--- src/rtl/voice_note_ctrl_pkg.sv ---
// Shared types and default sizing for the per-voice note controller.
// Envelope state encodings are fixed because the synth datapath decodes them.
package voice_note_ctrl_pkg;

  typedef enum logic [1:0] {
    ENV_IDLE    = 2'd0,
    ENV_ATTACK  = 2'd1,
    ENV_SUSTAIN = 2'd2,
    ENV_RELEASE = 2'd3
  } env_state_e;

  localparam int DEF_N_VOICES     = 4;
  localparam int DEF_FCW_W        = 24;
  localparam int DEF_AMP_W        = 8;
  localparam int DEF_TICK_DIV     = 1024;
  localparam int DEF_ATTACK_STEP  = 1;
  localparam int DEF_RELEASE_STEP = 1;
  localparam int WDATA_W          = 32;

endpackage

--- src/rtl/voice_note_ctrl_if.sv ---
// MMIO store-decode command bus into the note controller, plus the packed
// per-voice status it returns to the NCO/mixer.
interface voice_note_ctrl_if
  import voice_note_ctrl_pkg::*;
#(
  parameter int N_VOICES = DEF_N_VOICES,
  parameter int FCW_W    = DEF_FCW_W,
  parameter int AMP_W    = DEF_AMP_W
);
  logic [WDATA_W-1:0]        wdata;
  logic [N_VOICES-1:0]       voice_we;
  logic                      fcw_we;
  logic                      note_start_we;
  logic                      note_release_we;
  logic                      reset_we;

  logic [N_VOICES*FCW_W-1:0] fcw;
  logic [N_VOICES*AMP_W-1:0] amp;
  logic [N_VOICES-1:0]       note_active;
  logic [N_VOICES-1:0]       note_finished;

  modport master (
    output wdata, voice_we, fcw_we, note_start_we, note_release_we, reset_we,
    input  fcw, amp, note_active, note_finished
  );

  modport slave (
    input  wdata, voice_we, fcw_we, note_start_we, note_release_we, reset_we,
    output fcw, amp, note_active, note_finished
  );
endinterface

--- src/rtl/voice_note_ctrl_voice_env.sv ---
// One voice: FCW register, attack/sustain/release FSM with a saturating
// linear amplitude, and a sticky finished flag.
module voice_note_ctrl_voice_env
  import voice_note_ctrl_pkg::*;
#(
  parameter int FCW_W        = DEF_FCW_W,
  parameter int AMP_W        = DEF_AMP_W,
  parameter int ATTACK_STEP  = DEF_ATTACK_STEP,
  parameter int RELEASE_STEP = DEF_RELEASE_STEP
) (
  input  logic             clk,
  input  logic             rst,
  input  logic             tick,
  input  logic             sel,
  input  logic [FCW_W-1:0] wdata,
  input  logic             fcw_we,
  input  logic             note_start_we,
  input  logic             note_release_we,
  input  logic             reset_we,
  output logic [FCW_W-1:0] fcw,
  output logic [AMP_W-1:0] amp,
  output logic             active,
  output logic             finished
);

  localparam logic [AMP_W:0] AMP_MAX = {1'b0, {AMP_W{1'b1}}};
  localparam logic [AMP_W:0] A_STEP  = (AMP_W+1)'(ATTACK_STEP);
  localparam logic [AMP_W:0] R_STEP  = (AMP_W+1)'(RELEASE_STEP);

  env_state_e     state;
  logic [AMP_W:0] amp_up;
  logic [AMP_W:0] amp_dn;
  logic           env_cmd;

  // One extra bit so overflow/underflow is visible before saturating.
  // NOTE: every always_comb output gets a default first, so no path can infer a latch.
  always_comb begin
    amp_up  = {1'b0, amp} + A_STEP;
    amp_dn  = {1'b0, amp} - R_STEP;
    env_cmd = sel & (reset_we | note_start_we | note_release_we);
  end

  // NOTE: sequential state uses non-blocking assignments only; a later assignment
  // in the same cycle overrides an earlier one, which is how reset_we beats fcw_we.
  always_ff @(posedge clk) begin
    if (rst) begin
      state    <= ENV_IDLE;
      fcw      <= '0;
      amp      <= '0;
      active   <= 1'b0;
      finished <= 1'b0;
    end else begin
      if (sel && fcw_we) fcw <= wdata;

      if (sel && reset_we) begin
        state    <= ENV_IDLE;
        fcw      <= '0;
        amp      <= '0;
        active   <= 1'b0;
        finished <= 1'b0;
      end else if (sel && note_start_we) begin
        state    <= ENV_ATTACK;
        active   <= 1'b1;
        finished <= 1'b0;
      end else if (sel && note_release_we) begin
        if (state == ENV_ATTACK || state == ENV_SUSTAIN) state <= ENV_RELEASE;
      end else if (tick && !env_cmd) begin
        unique case (state)
          ENV_ATTACK: begin
            if (amp_up >= AMP_MAX) begin
              amp   <= AMP_MAX[AMP_W-1:0];
              state <= ENV_SUSTAIN;
            end else begin
              amp <= amp_up[AMP_W-1:0];
            end
          end
          ENV_RELEASE: begin
            if (amp_dn[AMP_W] || amp_dn == '0) begin
              amp      <= '0;
              state    <= ENV_IDLE;
              active   <= 1'b0;
              finished <= 1'b1;
            end else begin
              amp <= amp_dn[AMP_W-1:0];
            end
          end
          ENV_SUSTAIN: amp <= amp;
          default:     amp <= '0;
        endcase
      end
    end
  end

endmodule

--- src/rtl/voice_note_ctrl.sv ---
// Per-voice note controller: shared envelope prescaler, one envelope per
// voice, and packing of the voice status onto the command bus.
module voice_note_ctrl
  import voice_note_ctrl_pkg::*;
#(
  parameter int N_VOICES     = DEF_N_VOICES,
  parameter int FCW_W        = DEF_FCW_W,
  parameter int AMP_W        = DEF_AMP_W,
  parameter int TICK_DIV     = DEF_TICK_DIV,
  parameter int ATTACK_STEP  = DEF_ATTACK_STEP,
  parameter int RELEASE_STEP = DEF_RELEASE_STEP
) (
  input logic             clk,
  input logic             rst,
  voice_note_ctrl_if.slave bus
);

  localparam int CNT_W = (TICK_DIV > 1) ? $clog2(TICK_DIV) : 1;
  localparam logic [CNT_W-1:0] CNT_LAST = CNT_W'(TICK_DIV - 1);

  logic [CNT_W-1:0] cnt;
  logic             tick;

  logic [FCW_W-1:0] fcw_v      [N_VOICES];
  logic [AMP_W-1:0] amp_v      [N_VOICES];
  logic             active_v   [N_VOICES];
  logic             finished_v [N_VOICES];

  // Free-running; commands never disturb the tick phase.
  always_ff @(posedge clk) begin
    if (rst || cnt == CNT_LAST) cnt <= '0;
    else                        cnt <= cnt + 1'b1;
  end

  assign tick = (cnt == CNT_LAST);

  for (genvar i = 0; i < N_VOICES; i++) begin : g_voice
    voice_note_ctrl_voice_env #(
      .FCW_W        (FCW_W),
      .AMP_W        (AMP_W),
      .ATTACK_STEP  (ATTACK_STEP),
      .RELEASE_STEP (RELEASE_STEP)
    ) u_env (
      .clk             (clk),
      .rst             (rst),
      .tick            (tick),
      .sel             (bus.voice_we[i]),
      .wdata           (bus.wdata[FCW_W-1:0]),
      .fcw_we          (bus.fcw_we),
      .note_start_we   (bus.note_start_we),
      .note_release_we (bus.note_release_we),
      .reset_we        (bus.reset_we),
      .fcw             (fcw_v[i]),
      .amp             (amp_v[i]),
      .active          (active_v[i]),
      .finished        (finished_v[i])
    );
  end

  always_comb begin
    bus.fcw           = '0;
    bus.amp           = '0;
    bus.note_active   = '0;
    bus.note_finished = '0;
    for (int i = 0; i < N_VOICES; i++) begin
      bus.fcw[i*FCW_W +: FCW_W] = fcw_v[i];
      bus.amp[i*AMP_W +: AMP_W] = amp_v[i];
      bus.note_active[i]        = active_v[i];
      bus.note_finished[i]      = finished_v[i];
    end
  end

endmodule

--- src/flat_wrapper.sv ---
// flat-port wrapper written by rule: the top's interface ports become plain ports
module voice_note_ctrl_flat import voice_note_ctrl_pkg::*;
#(
  parameter int N_VOICES     = DEF_N_VOICES,
  parameter int FCW_W        = DEF_FCW_W,
  parameter int AMP_W        = DEF_AMP_W,
  parameter int TICK_DIV     = DEF_TICK_DIV,
  parameter int ATTACK_STEP  = DEF_ATTACK_STEP,
  parameter int RELEASE_STEP = DEF_RELEASE_STEP
)
  (clk, rst, bus_wdata, bus_voice_we, bus_fcw_we, bus_note_start_we, bus_note_release_we, bus_reset_we, bus_fcw, bus_amp, bus_note_active, bus_note_finished);
  voice_note_ctrl_if #(.N_VOICES(N_VOICES), .FCW_W(FCW_W), .AMP_W(AMP_W)) bus_i ();
  input logic clk;
  input logic rst;
  input wire logic [$bits(bus_i.wdata)-1:0] bus_wdata;
  input wire logic [$bits(bus_i.voice_we)-1:0] bus_voice_we;
  input wire logic [$bits(bus_i.fcw_we)-1:0] bus_fcw_we;
  input wire logic [$bits(bus_i.note_start_we)-1:0] bus_note_start_we;
  input wire logic [$bits(bus_i.note_release_we)-1:0] bus_note_release_we;
  input wire logic [$bits(bus_i.reset_we)-1:0] bus_reset_we;
  output wire logic [$bits(bus_i.fcw)-1:0] bus_fcw;
  output wire logic [$bits(bus_i.amp)-1:0] bus_amp;
  output wire logic [$bits(bus_i.note_active)-1:0] bus_note_active;
  output wire logic [$bits(bus_i.note_finished)-1:0] bus_note_finished;
  assign bus_i.wdata = bus_wdata;
  assign bus_i.voice_we = bus_voice_we;
  assign bus_i.fcw_we = bus_fcw_we;
  assign bus_i.note_start_we = bus_note_start_we;
  assign bus_i.note_release_we = bus_note_release_we;
  assign bus_i.reset_we = bus_reset_we;
  assign bus_fcw = bus_i.fcw;
  assign bus_amp = bus_i.amp;
  assign bus_note_active = bus_i.note_active;
  assign bus_note_finished = bus_i.note_finished;
  voice_note_ctrl #(.N_VOICES(N_VOICES), .FCW_W(FCW_W), .AMP_W(AMP_W), .TICK_DIV(TICK_DIV), .ATTACK_STEP(ATTACK_STEP), .RELEASE_STEP(RELEASE_STEP)) u_core (.clk(clk), .rst(rst), .bus(bus_i));
endmodule
--- config.mk ---
export PLATFORM = sky130hd
export DESIGN_NAME = voice_note_ctrl_flat
export DESIGN_NICKNAME = d
export VERILOG_FILES = /design/src/rtl/voice_note_ctrl_pkg.sv /design/src/rtl/voice_note_ctrl_if.sv /design/src/rtl/voice_note_ctrl_voice_env.sv /design/src/rtl/voice_note_ctrl.sv /design/src/flat_wrapper.sv
export SDC_FILE = /design/constraint.sdc
export NUM_CORES = 1
export LEC_CHECK = 0
export CAP_MARGIN = 5
export CELL_PAD_IN_SITES_DETAIL_PLACEMENT = 1
export CELL_PAD_IN_SITES_GLOBAL_PLACEMENT = 1
export CORE_MARGIN = 5
export CORE_UTILIZATION = 25
export CTS_CLUSTER_SIZE = 20
export DETAILED_ROUTE_END_ITERATION = 12
export HOLD_SLACK_MARGIN = 0.1
export PLACE_DENSITY_LB_ADDON = 0.1
export SLEW_MARGIN = 25
export SYNTH_ARGS = -nofsm -noshare
export SYNTH_HDL_FRONTEND = slang
export SYNTH_HIERARCHICAL = 1
export SYNTH_SLANG_ARGS = --single-unit
--- constraint.sdc ---
create_clock -name clk -period 2.2 [get_ports clk]
set_input_delay 0.22 -clock clk [delete_from_list [all_inputs] [get_ports clk]]
set_output_delay 0.22 -clock clk [all_outputs]
set_load 0.02 [all_outputs]
**Word-level counts from Yosys, hierarchy flattened**

Index checks and enable logic that the tools add are counted.

- Logic and storage cells: 250
- Flip-flop bits (word level): 154
- Output and inout port bits: 136
- Input bits: 42

- Reduce and logical (&&, ||, !) cells: 93
- Add/subtract/negate cells: 9
- Mux-type cells: 60
- $lt $le $gt $ge: 4
- Bitwise gates (word level): 18
- Eq/ne operators: 41

Operators with widths:

| operator | number |
|---|---|
| 8-bit one-hot mux with 3 select lines | 4 |
| 8-bit 2-to-1 mux | 8 |
| 4-bit AND reduction | 12 |
| 2-bit 2-to-1 mux | 20 |
| 5-bit AND reduction | 8 |
| 8-bit by 1-bit adder with 9-bit output, second input constant | 4 |
| 9-bit by 8-bit >= comparator with 1-bit output, second input constant | 4 |
| 9-bit logical NOT | 4 |
| 8-bit by 1-bit subtractor with 9-bit output, second input constant | 4 |
| 2-bit nonzero test | 16 |
| 1-bit 2-to-1 mux | 24 |
| 3-bit by 2-bit inequality test with 1-bit output, second input constant | 8 |
| 3-bit nonzero test | 8 |
| 1-bit logical AND | 20 |
| 2-bit == test, second input constant | 8 |
| 4-bit by 3-bit inequality test with 1-bit output, second input constant | 4 |
| 4-bit inequality test, second input constant | 4 |
| 2-bit one-hot mux with 2 select lines | 4 |
| 4-bit nonzero test | 4 |
| 3-bit inequality test, second input constant | 4 |
| 1-bit NOT | 12 |
| 3-bit OR reduction | 4 |
| 10-bit by 1-bit adder with 10-bit output, second input constant | 1 |
| 10-bit == test, second input constant | 1 |
| other kinds (8) | 35 |

**Logic depth before layout (Yosys ltp)**

Gate-level depths: netlist of run 1.

- Word-level depth: 8
- Gate-level depth with buffers: 10

**Cells and area by module**

Netlist of run 1, hierarchy kept.

By module, submodules not included:

| module | instances | area an instance (sq um) | seq. area each (sq um) | cells an instance |
|---|---|---|---|---|
| voice_note_ctrl_voice_env at u_core.g_voice[0].u_env ... | 2 | 2037.0 | 720.7 | 253 |
| voice_note_ctrl_voice_env at u_core.g_voice[2].u_env | 1 | 2031.9 | 720.7 | 276 |
| voice_note_ctrl_voice_env at u_core.g_voice[3].u_env | 1 | 2010.7 | 720.7 | 261 |
| voice_note_ctrl | 1 | 466.7 | 200.2 | 54 |

**Least setup slack after synthesis of run 1**

OpenSTA, ideal clock, no wires.

- Path type: register -> register
- Start point: register u_core.g_voice[2].u_env.amp[0]
- End point: register u_core.g_voice[2].u_env.state[0]
- Required time: 2066 ps
- Stages on the path, launching flop included: 10
- Buffers on the path: 1
- Arrival: 2379 ps
- Setup slack: -313 ps
- Cells stage by stage: dfxtp_1 buf_2 inv_2 ha_1 or2_1 o31ai_1 o21ai_0 o41a_1 a2111oi_2 a211oi_1

- Cells in the longest elaborated chain, start to end: 5
- Elaborated cells between the ends (all ways): 8
- Classes of those cells: add/sub (2); order compare (1); eq/ne (2); reduce/logical (3)

Ends and longest elaborated chain:

| what | RTL line | source |
|---|---|---|
| from (decl) | voice_note_ctrl_voice_env.sv:21 | `output logic [AMP_W-1:0] amp,` |
| from (signal assigned) | voice_note_ctrl_voice_env.sv:71 | `amp <= AMP_MAX[AMP_W-1:0];` |
| from (signal assigned) | voice_note_ctrl_voice_env.sv:74 | `amp <= amp_up[AMP_W-1:0];` |
| from (signal assigned) | voice_note_ctrl_voice_env.sv:84 | `amp <= amp_dn[AMP_W-1:0];` |
| parallel branches: the longest is 4 deep, another holds 8-bit by 1-bit adder with 9-bit output | n/a |  |
| 5-bit AND reduction (no line) (*) | n/a |  |
| to (signal assigned) | voice_note_ctrl_voice_env.sv:66 | `if (state == ENV_ATTACK \|\| state == ENV_SUSTAIN) state <= ENV_RELEASE;` |
| to (signal assigned) | voice_note_ctrl_voice_env.sv:72 | `state <= ENV_SUSTAIN;` |
| to (signal assigned) | voice_note_ctrl_voice_env.sv:80 | `state <= ENV_IDLE;` |
| to (decl) | voice_note_ctrl_voice_env.sv:30 | `env_state_e state;` |

Every way passes the cells marked *.
A chain may end at the register's enable or synchronous reset.

**Final worst setup path of run 1**

- Start point: register u_core.g_voice[2].u_env.amp[0]
- End point: register u_core.g_voice[2].u_env.amp[0]

- Cells in the longest elaborated chain, start to end: 5
- Elaborated cells between the ends (all ways): 8
- Classes of those cells: add/sub (2); order compare (1); mux (3); reduce/logical (2)

Ends and longest elaborated chain:

| what | RTL line | source |
|---|---|---|
| parallel branches: the longest is 4 deep, another holds 8-bit by 1-bit adder with 9-bit output | n/a |  |
| 8-bit one-hot mux with 3 select lines (*) | voice_note_ctrl_voice_env.sv:68 | `unique case (state)` |

Marked as above.

==> results.md, run 1 <==
- Status: finished, final reports clean
- Pwr dens: roughly 560 mW/mm²
- Hold Vio Cnt, Final: 0
- Core Area: 0.0337 mm²
- Compound-Gate Fraction of Synth Area: approximately a quarter
- Final wirelength: 33.1 mm
- Synth top area share: 35.9%
- VDD IR-drop max: 0.515 mV
- First-pass GRT wire length: 52.5 mm
- Synth area leaders: dfxtp_1 (36%), nand2_1 (11%), a21oi_1 (8.0%)
- Worst setup SP type: flip-flop
- Fillcell total: approximately 4.0k
- Post-detail-place hpwl: about 25 mm
- Fin crit share: between 90 and 100%
- Post-DRT Antenna Nets: 0
- Fin Hold WS: approximately 0.43 ns
- Starting Density: about 25%
- Hold_sp: bus_wdata[19]
- Non-filler cells in the finished layout: between 1.5k and 2k
- Fraction of the mapped netlist area in simple logic gates: roughly 24%
- Max-cap viol count: 0
- Relative slew slack: roughly 63%
- Worst reg-to-reg path cell count: 9
- Total Power: approximately 6900 µW
- Worst setup EP type: flip-flop
- Min Tclk post-route: 2.14 ns
- GRT Total Usage: between 10% and 20%
- Ys flop type: dfxtp_1
- Main combinational cell family by area after synthesis: compound AO/OA/AOI/OAI gates
- Pre-CTS setup slack: -0.00539 ns
- Total grt overflow: 0
- Worst hold stages: 3
- Number of buffers inserted by hold repair at cts: 0
- Post-Syn Area: 0.00858 mm²
- Number of port buffers: 169
- Mux cell area share after synthesis: 0.889%
- Fmax: 0.467 GHz
- Avg Cell Area, Syn: a little under 8 µm²
- RSZ-0062 raised after global routing: yes
- Mapped Cells: roughly 1.1k
- Placed cell count: ~1.8k
- Clk root buf: clkbuf_16
- Reg2reg end: u_core/g_voice[2].u_env/amp[0]
- Synth Area in XOR/XNOR: between 1.5 and 2%
- Synth Area in Adders: 4.23%
- Die W: 195 µm
- DIE HEIGHT: 195 µm
- Hold Crit Class: in -> reg
- DR vias: ~9k
- EDFF count, synth: 0
- I/O Pins: roughly 180
- CTS sink count: around 150
- Synth Warn #: 6
- Drt wl/cell: ~18 µm
- Post-synth cell types: 94
- H-tree levels: 4
- GPL Wtd Cong: between 0.8 and 0.9
- CTS tree: yes
- TritonCTS buffer count: 17
- Die area: around 0.038 mm²
- Static leakage: about 0.0045 µW
- Arr. time, crit path: around 2.5 ns
- Max clock buf depth: 2
- Worst-Margin Slew: between 0.5 and 0.6 ns
- Initial antenna violation count: 2
- Skew-Pair Late Insertion Delay: 0.44 ns
- Largest net degree at the start of global routing: 27
- WHS Endpoint: u_core/g_voice[3].u_env/fcw[19]
- Vias in the first global route: around 9.1k
- P&R area growth vs syn: 43.1%
- Post-synthesis sequential area ratio: between 30% and 40%
- Asr flop ratio synth: 0%
- Worst r2r src: u_core/g_voice[2].u_env/amp[0]
- Slew Limit Fails: 0
- Clock Skews: about 0.0074 ns
- Setup WS post-layout: 0.0599 ns
- Vias per cell: between 4 and 5
- Setup slack, reg-to-reg: 0.06 ns
- #FFs+latches synth: 154
- First drt pass iteration count: 6
- Multi-input logic area: between 0.005 and 0.006 mm²
- Share of cells above drive strength 1: ~19%
- Crit path max fanout: 5
- DRC: 0
- # rows: 67
- Setup tns final: 0 ns
- DR iter-0 viols: approximately 290
- Storage cell area: a little over 0.003 mm²
- Final net count: ~1.4k
- Clock transition at path regs: 0.07 ns
- Crit path required time: around 2.5 ns
- Leading area contributor after synthesis: dfxtp_1
- Path type of the worst setup path: reg -> reg
- Setup violations, final: 0
- Syn Nets: roughly 1.2k
[routing by layer]
metal  track usage, %  part of all wire, %  vias up
met5                0                0.039        -
met4             4.34                  1.8        2
met3             4.36                  4.1       33
met2             29.3                   48      120
met1             21.6                   46     4295
li1                 -                    -     4345
[registers in the layout, summed over array words and instances (netlist names)]
name,count
u_core/g_voice.u_env/fcw,96
u_core/g_voice.u_env/amp,32
u_core/cnt,10
u_core/g_voice.u_env/state,8
u_core/g_voice.u_env/active,4
u_core/g_voice.u_env/finished,4
[how the worst max path moves through the flow]
stage / endpoint / cells past startpoint / slack (ns) / start
2_1_floorplan: u_core/g_voice[2].u_env/state[0] / 9 / -0.03 / u_core/g_voice[2].u_env/amp[0]
3_3_place_gp: u_core/g_voice[2].u_env/state[0] / 7 / -0.05 / u_core/g_voice[2].u_env/amp[2]
3_5_place_dp: u_core/g_voice[2].u_env/state[0] / 7 / -0.005 / u_core/g_voice[2].u_env/amp[2]
4_1_cts: u_core/g_voice[3].u_env/state[1] / 8 / 0.0008 / u_core/g_voice[3].u_env/amp[1]
5_1_grt: u_core/g_voice[2].u_env/amp[0] / 9 / -0.05 / u_core/g_voice[2].u_env/amp[0]
6_report: u_core/g_voice[2].u_env/amp[0] / 9 / 0.06 / u_core/g_voice[2].u_env/amp[0]
[cells by family after synthesis]
| family | count (synthesis) |
|---|---|
| compound gates | 331 |
| xor+xnor | 14 |
| fa+ha+maj | 29 |
| buf+inv | 118 |
| flops | 154 |
| mux | 7 |
| simple gates | 444 |
[metrics by stage]
stage	util [%]	cell area (µm²)
floorplan	-	8640
finish	36.4	12300
detailed placement	33.8	11400
global placement	33.8	11400
global route	36.4	12300
CTS	35.7	12000
[cell usage after synthesis (5+ instances only)]
cell type    n
dfxtp_1    154
nand2_1    255
xnor2_1      7
xor2_1       5
nor4_1       7
nor3_1      24
ha_1        29
and3_2       6
o21a_1       6
or3_1        5
a21oi_1    138
nor2b_1     10
o21ai_1      8
buf_2       10
nor2_1      48
inv_1       44
a211oi_1     5
mux2i_1      5
a21o_1       9
nor3b_1      6
buf_6       13
a31oi_1     21
a22o_1       7
o211ai_1     6
nand3b_1     6
o21ai_0     41
nand3_1     24
clkbuf_1    42
and3_1      11
a32o_1       5
o31ai_1      9
a221oi_1     5
nand2b_1     8
o22ai_1      5
[what timing repair did]
| item | 4_1_cts | 5_1_grt |
|---|---|---|
| buffers inserted | 0 | 6 |
| pin swaps | 1 | 13 |
| setup endpoints to repair | 2 | 26 |
| gates resized for setup | 3 | 40 |
| hold endpoints to repair | 0 | 0 |
[power breakdown]
part	internal (µW)	total [µW]	switching (µW)
clock	1840	3220	1390
combinational	302	755	453
sequential	2860	2920	54.9
[final cells by class]
| type | instances | share of cell area, % |
|---|---|---|
| Clock buffer | 17 | 3.46 |
| Sequential cell | 154 | 25.3 |
| Multi-Input combinational cell | 825 | 41.5 |
| Antenna cell | 1 | 0.0204 |
| Inverter | 46 | 1.54 |
| Timing Repair Buffer | 294 | 22.0 |
| Clock inverter | 15 | 1.64 |
| Tap cell | 448 | 4.56 |
[critical path, cell delays in order (launching register included)]
cell and delay (ns):
dfxtp_4 0.37, inv_2 0.06, ha_4 0.16, or2_1 0.22, o31ai_1 0.19, o21ai_1 0.13
o41a_1 0.52, o21ai_1 0.16, a21oi_1 0.08, a21o_1 0.15
[placed cells by master (no fill, tap or decap), types with 5 or more instances in the layout]
master	instances
dfxtp_1	144
inv_1	41
mux2i_1	5
nand3_1	24
and3_2	6
and3_1	10
buf_12	6
inv_6	5
a32o_1	5
a21oi_1	137
o211ai_1	6
ha_1	22
or3_4	5
nor3_1	19
a211oi_1	5
o31ai_1	9
clkbuf_16	17
nand2b_1	5
a21o_1	9
o21ai_0	40
nand2_1	255
nor2_1	44
o22ai_1	5
nand3b_1	6
nor3_2	7
clkdlybuf4s50_1	169
xnor2_1	7
nor2b_1	9
o21a_1	6
o21ai_1	9
nor4_1	7
a31oi_1	20
buf_4	119
dfxtp_2	6
a22o_1	7
No activity file was read; power rests on OpenSTA's default activity.
==> run 2, diff against run 1 <==
--- a/config.mk
+++ b/config.mk
@@ -5,7 +5,7 @@
 export SDC_FILE = /design/constraint.sdc
 export NUM_CORES = 1
 export LEC_CHECK = 0
-export CAP_MARGIN = 5
+export CAP_MARGIN = 20
 export CELL_PAD_IN_SITES_DETAIL_PLACEMENT = 1
 export CELL_PAD_IN_SITES_GLOBAL_PLACEMENT = 1
 export CORE_MARGIN = 5
==> results of run 2 <==
No change in the layout: final DEF, timing and power equal those of run 1.
==> run 3, diff against run 2 <==
==> constraint.sdc (replaced) <==
create_clock -name clk -period 2.2 [get_ports clk]
set_input_delay 0.55 -clock clk [delete_from_list [all_inputs] [get_ports clk]]
set_output_delay 0.55 -clock clk [all_outputs]
set_load 0.02 [all_outputs]
==> run 3 against run 2 <==
Effect of this change: clock-buffer cell count unchanged; worst setup slack lost 0.0092 ns; critical path depth is 1 lower; clock skew shrank 0.00093 ns; routed wire length down 0.51%; flip-flop and latch count stayed put; cell area increased by 1.7%; via count increased by 0.56%; fmax shrank 0.43%; critical endpoint is now u_core/g_voice[3].u_env/amp[3]; largest power group unchanged; highest routed layer unchanged.
==> results.md, run 3 (synthesized netlist as in run 1, its figures left out) <==
- Crit-path max cell delay: 0.50 ns (-0.02 ns)
- Total Power: 6720 µW (-2.6%)
- DR vias: 8844 (+0.56%)
- Arr. time, crit path: 2.48 ns (about the same)
- Die W: 195 µm (unchanged)
- Starting Density: 25.5% (unchanged)
- H-tree levels: 4 (unchanged)
- I/O Pins: 178 (unchanged)
- Max reg flops: 96 (unchanged)
- Hold Vio Cnt, Final: 0 (unchanged)
- Crit path max-delay cell type: or4b_4
- Vias per cell: 4.85 (-0.77%)
- Post-detail-place hpwl: 25.3 mm (+0.38%)
- Vias in the first global route: 9219 (+1.4%)
- Non-filler cells in the finished layout: 1824 (+1.3%)
- Drt wl/cell: 18.1 µm (-1.8%)
- Worst setup SP type: flip-flop
- Relative slew slack: 62.8% (-0.13 points)
- Final wirelength: 33.0 mm (-0.51%)
- WHS Endpoint: u_core/g_voice[2].u_env/finished
- CTS tree: yes
- Worst reg-to-reg path cell count: 8 (-1)
- Skew-Pair Late Insertion Delay: 0.44 ns (about the same)
- P&R area growth vs syn: 45.5%
- Worst r2r src: u_core/g_voice[3].u_env/amp[1]
- Final net count: 1433 (+1.7%)
- Most frequent cells in the layout: nand2_1 (255), clkdlybuf4s50_1 (155), a21oi_1 (138), buf_4 (137), dfxtp_1 (131)
- CTS sink count: 154 (unchanged)
- RSZ-0062 raised after global routing: yes
- Crit path required time: 2.53 ns (about the same)
- Clk root buf: clkbuf_16
- Largest net degree at the start of global routing: 26 (-3.7%)
- Commonest non-fill, non-tap cell in the layout: nand2_1
- Hold_sp: u_core/g_voice[2].u_env/finished
- Most flops, register: u_core/g_voice.u_env/fcw
- Pwr dens: 538 mW/mm² (-4.2%)
- Largest regs: u_core/g_voice.u_env/fcw x96, u_core/g_voice.u_env/amp x32, u_core/cnt x10
- Min Tclk post-route: 2.15 ns (+0.00923 ns)
- Initial antenna violation count: 2 (unchanged)
- Number of port buffers: 169 (unchanged)
- CP cell instances: inv_2, ha_4, or4b_4, nor2_1, nor2b_1, a221oi_1, o22ai_1, a22o_1
- Post-DRT Antenna Nets: 0 (unchanged)
- Path type of the worst setup path: reg -> reg
- Setup slack, reg-to-reg: 0.05 ns (about the same)
- GRT Total Usage: 17.0% (-0.15 points)
- Fmax: 0.465 GHz (-0.43%)
- Fin util: 37.1% (+0.62 points)
- First drt pass iteration count: 4 (-2)
- Slew Limit Fails: 0 (unchanged)
- Share of cells above drive strength 1: 21.2% (+1.8 points)
- Max-cap viol count: 0 (unchanged)
- Worst hold stages: 2 (-1)
- DRC: 0 (unchanged)
- Clock Skews: 0.00646 ns (-0.000925 ns)
- Setup violations, final: 0 (unchanged)
- GPL Wtd Cong: 0.820 (+1.6%)
- Die area: 0.0381 mm² (unchanged)
- Final Cell Area: 0.0125 mm² (+1.7%)
- Setup WS post-layout: 0.0507 ns (-0.00923 ns)
- Pre-CTS setup slack: -0.253 ns (-0.248 ns)
- VDD IR-drop max: 0.558 mV (+8.2%)
- # rows: 67 (unchanged)
- Static leakage: 0.00472 µW (+6.1%)
- Clock transition at path regs: 0.07 ns (about the same)
- Worst-Margin Slew: 0.554 ns (+0.00193 ns)
- Reg2reg end: u_core/g_voice[3].u_env/amp[3]
- TritonCTS buffer count: 17 (unchanged)
- Placed cell count: 1785 (+1.4%)
- Number of buffers inserted by hold repair at cts: 0 (unchanged)
- DIE HEIGHT: 195 µm (unchanged)
- Core Area: 0.0337 mm² (unchanged)
- Fin crit share: 97.7% (+0.42 points)
- Crit path max fanout: 5 (unchanged)
- Post-DP Area: 0.0117 mm² (+2.2%)
- Worst setup EP type: flip-flop
- DR iter-0 viols: 378 (+29%)
- Total grt overflow: 0 (unchanged)
- Max clock buf depth: 2 (unchanged)
- First-pass GRT wire length: 52.3 mm (-0.26%)
- Status: finished, final reports clean
- Hold Crit Class: reg -> reg
-- run 3: critical path: cells and delay by family, from the launching register on --
kind	cells	cell delay (ns)
and+or+nand+nor	3	0.79
AOI/OAI and AO/OA	3	0.66
adders and majority gates	1	0.15
DFF	1	0.37
buffers and inverters	1	0.08
-- run 3: layer usage --
metal  global-route usage (%)  routed length (µm)  vias to the layer above
met2                     29.5               16100                      112
met3                     4.08                1350                       26
met1                     21.1               15000                     4307
met4                     4.32                 475                        2
li1                         -                   -                     4397
met5                        0                  13                        -
-- run 3: metrics by stage --
| stage | setup TNS (ns) | hold slack, ns |
|---|---|---|
| floorplan | -0.0267 | 0.437 |
| global placement | -3.77 | 0.440 |
| detailed placement | -5.93 | 0.448 |
| CTS | 0 | 0.458 |
| global route | -0.112 | 0.471 |
| finish | 0 | 0.449 |
-- run 3: final cells by class --
| cell class | count | area [µm²] |
|---|---|---|
| diodes | 1 | 2.50 |
| clock buffers | 17 | 425 |
| clock inverters | 15 | 178 |
| fillers | 4073 | 21200 |
| inverters | 46 | 186 |
| multi-input cells | 825 | 5040 |
| flip-flops and latches | 154 | 3120 |
| well taps | 448 | 561 |
| repair buffers | 318 | 2970 |
-- run 3: worst max path at each step --
stage                                         from                          endpoint  slack [ns]  depth (start not counted)
finish              u_core/g_voice[3].u_env/amp[1]    u_core/g_voice[3].u_env/amp[3]        0.05                          8
global route        u_core/g_voice[3].u_env/amp[0]    u_core/g_voice[3].u_env/amp[3]       -0.04                          8
CTS                 u_core/g_voice[0].u_env/amp[6]                        bus_amp[6]       0.005                          1
detailed placement                    bus_reset_we  u_core/g_voice[3].u_env/state[1]       -0.25                          6
global placement                      bus_reset_we  u_core/g_voice[3].u_env/state[1]       -0.19                          6
floorplan           u_core/g_voice[2].u_env/amp[0]  u_core/g_voice[2].u_env/state[0]       -0.03                          9
-- run 3: power breakdown --
group | total, µW | switching [µW] | internal, µW
Combinational | 807 | 462 | 345
Clock | 2990 | 1460 | 1540
Sequential | 2920 | 54.6 | 2860
-- run 3: what timing repair did --
item,in CTS,in global routing
gates cloned,0,0
setup endpoints to repair,22,35
pin swaps,4,7
hold endpoints to repair,0,0
resized for setup,24,37
setup buffers,3,3
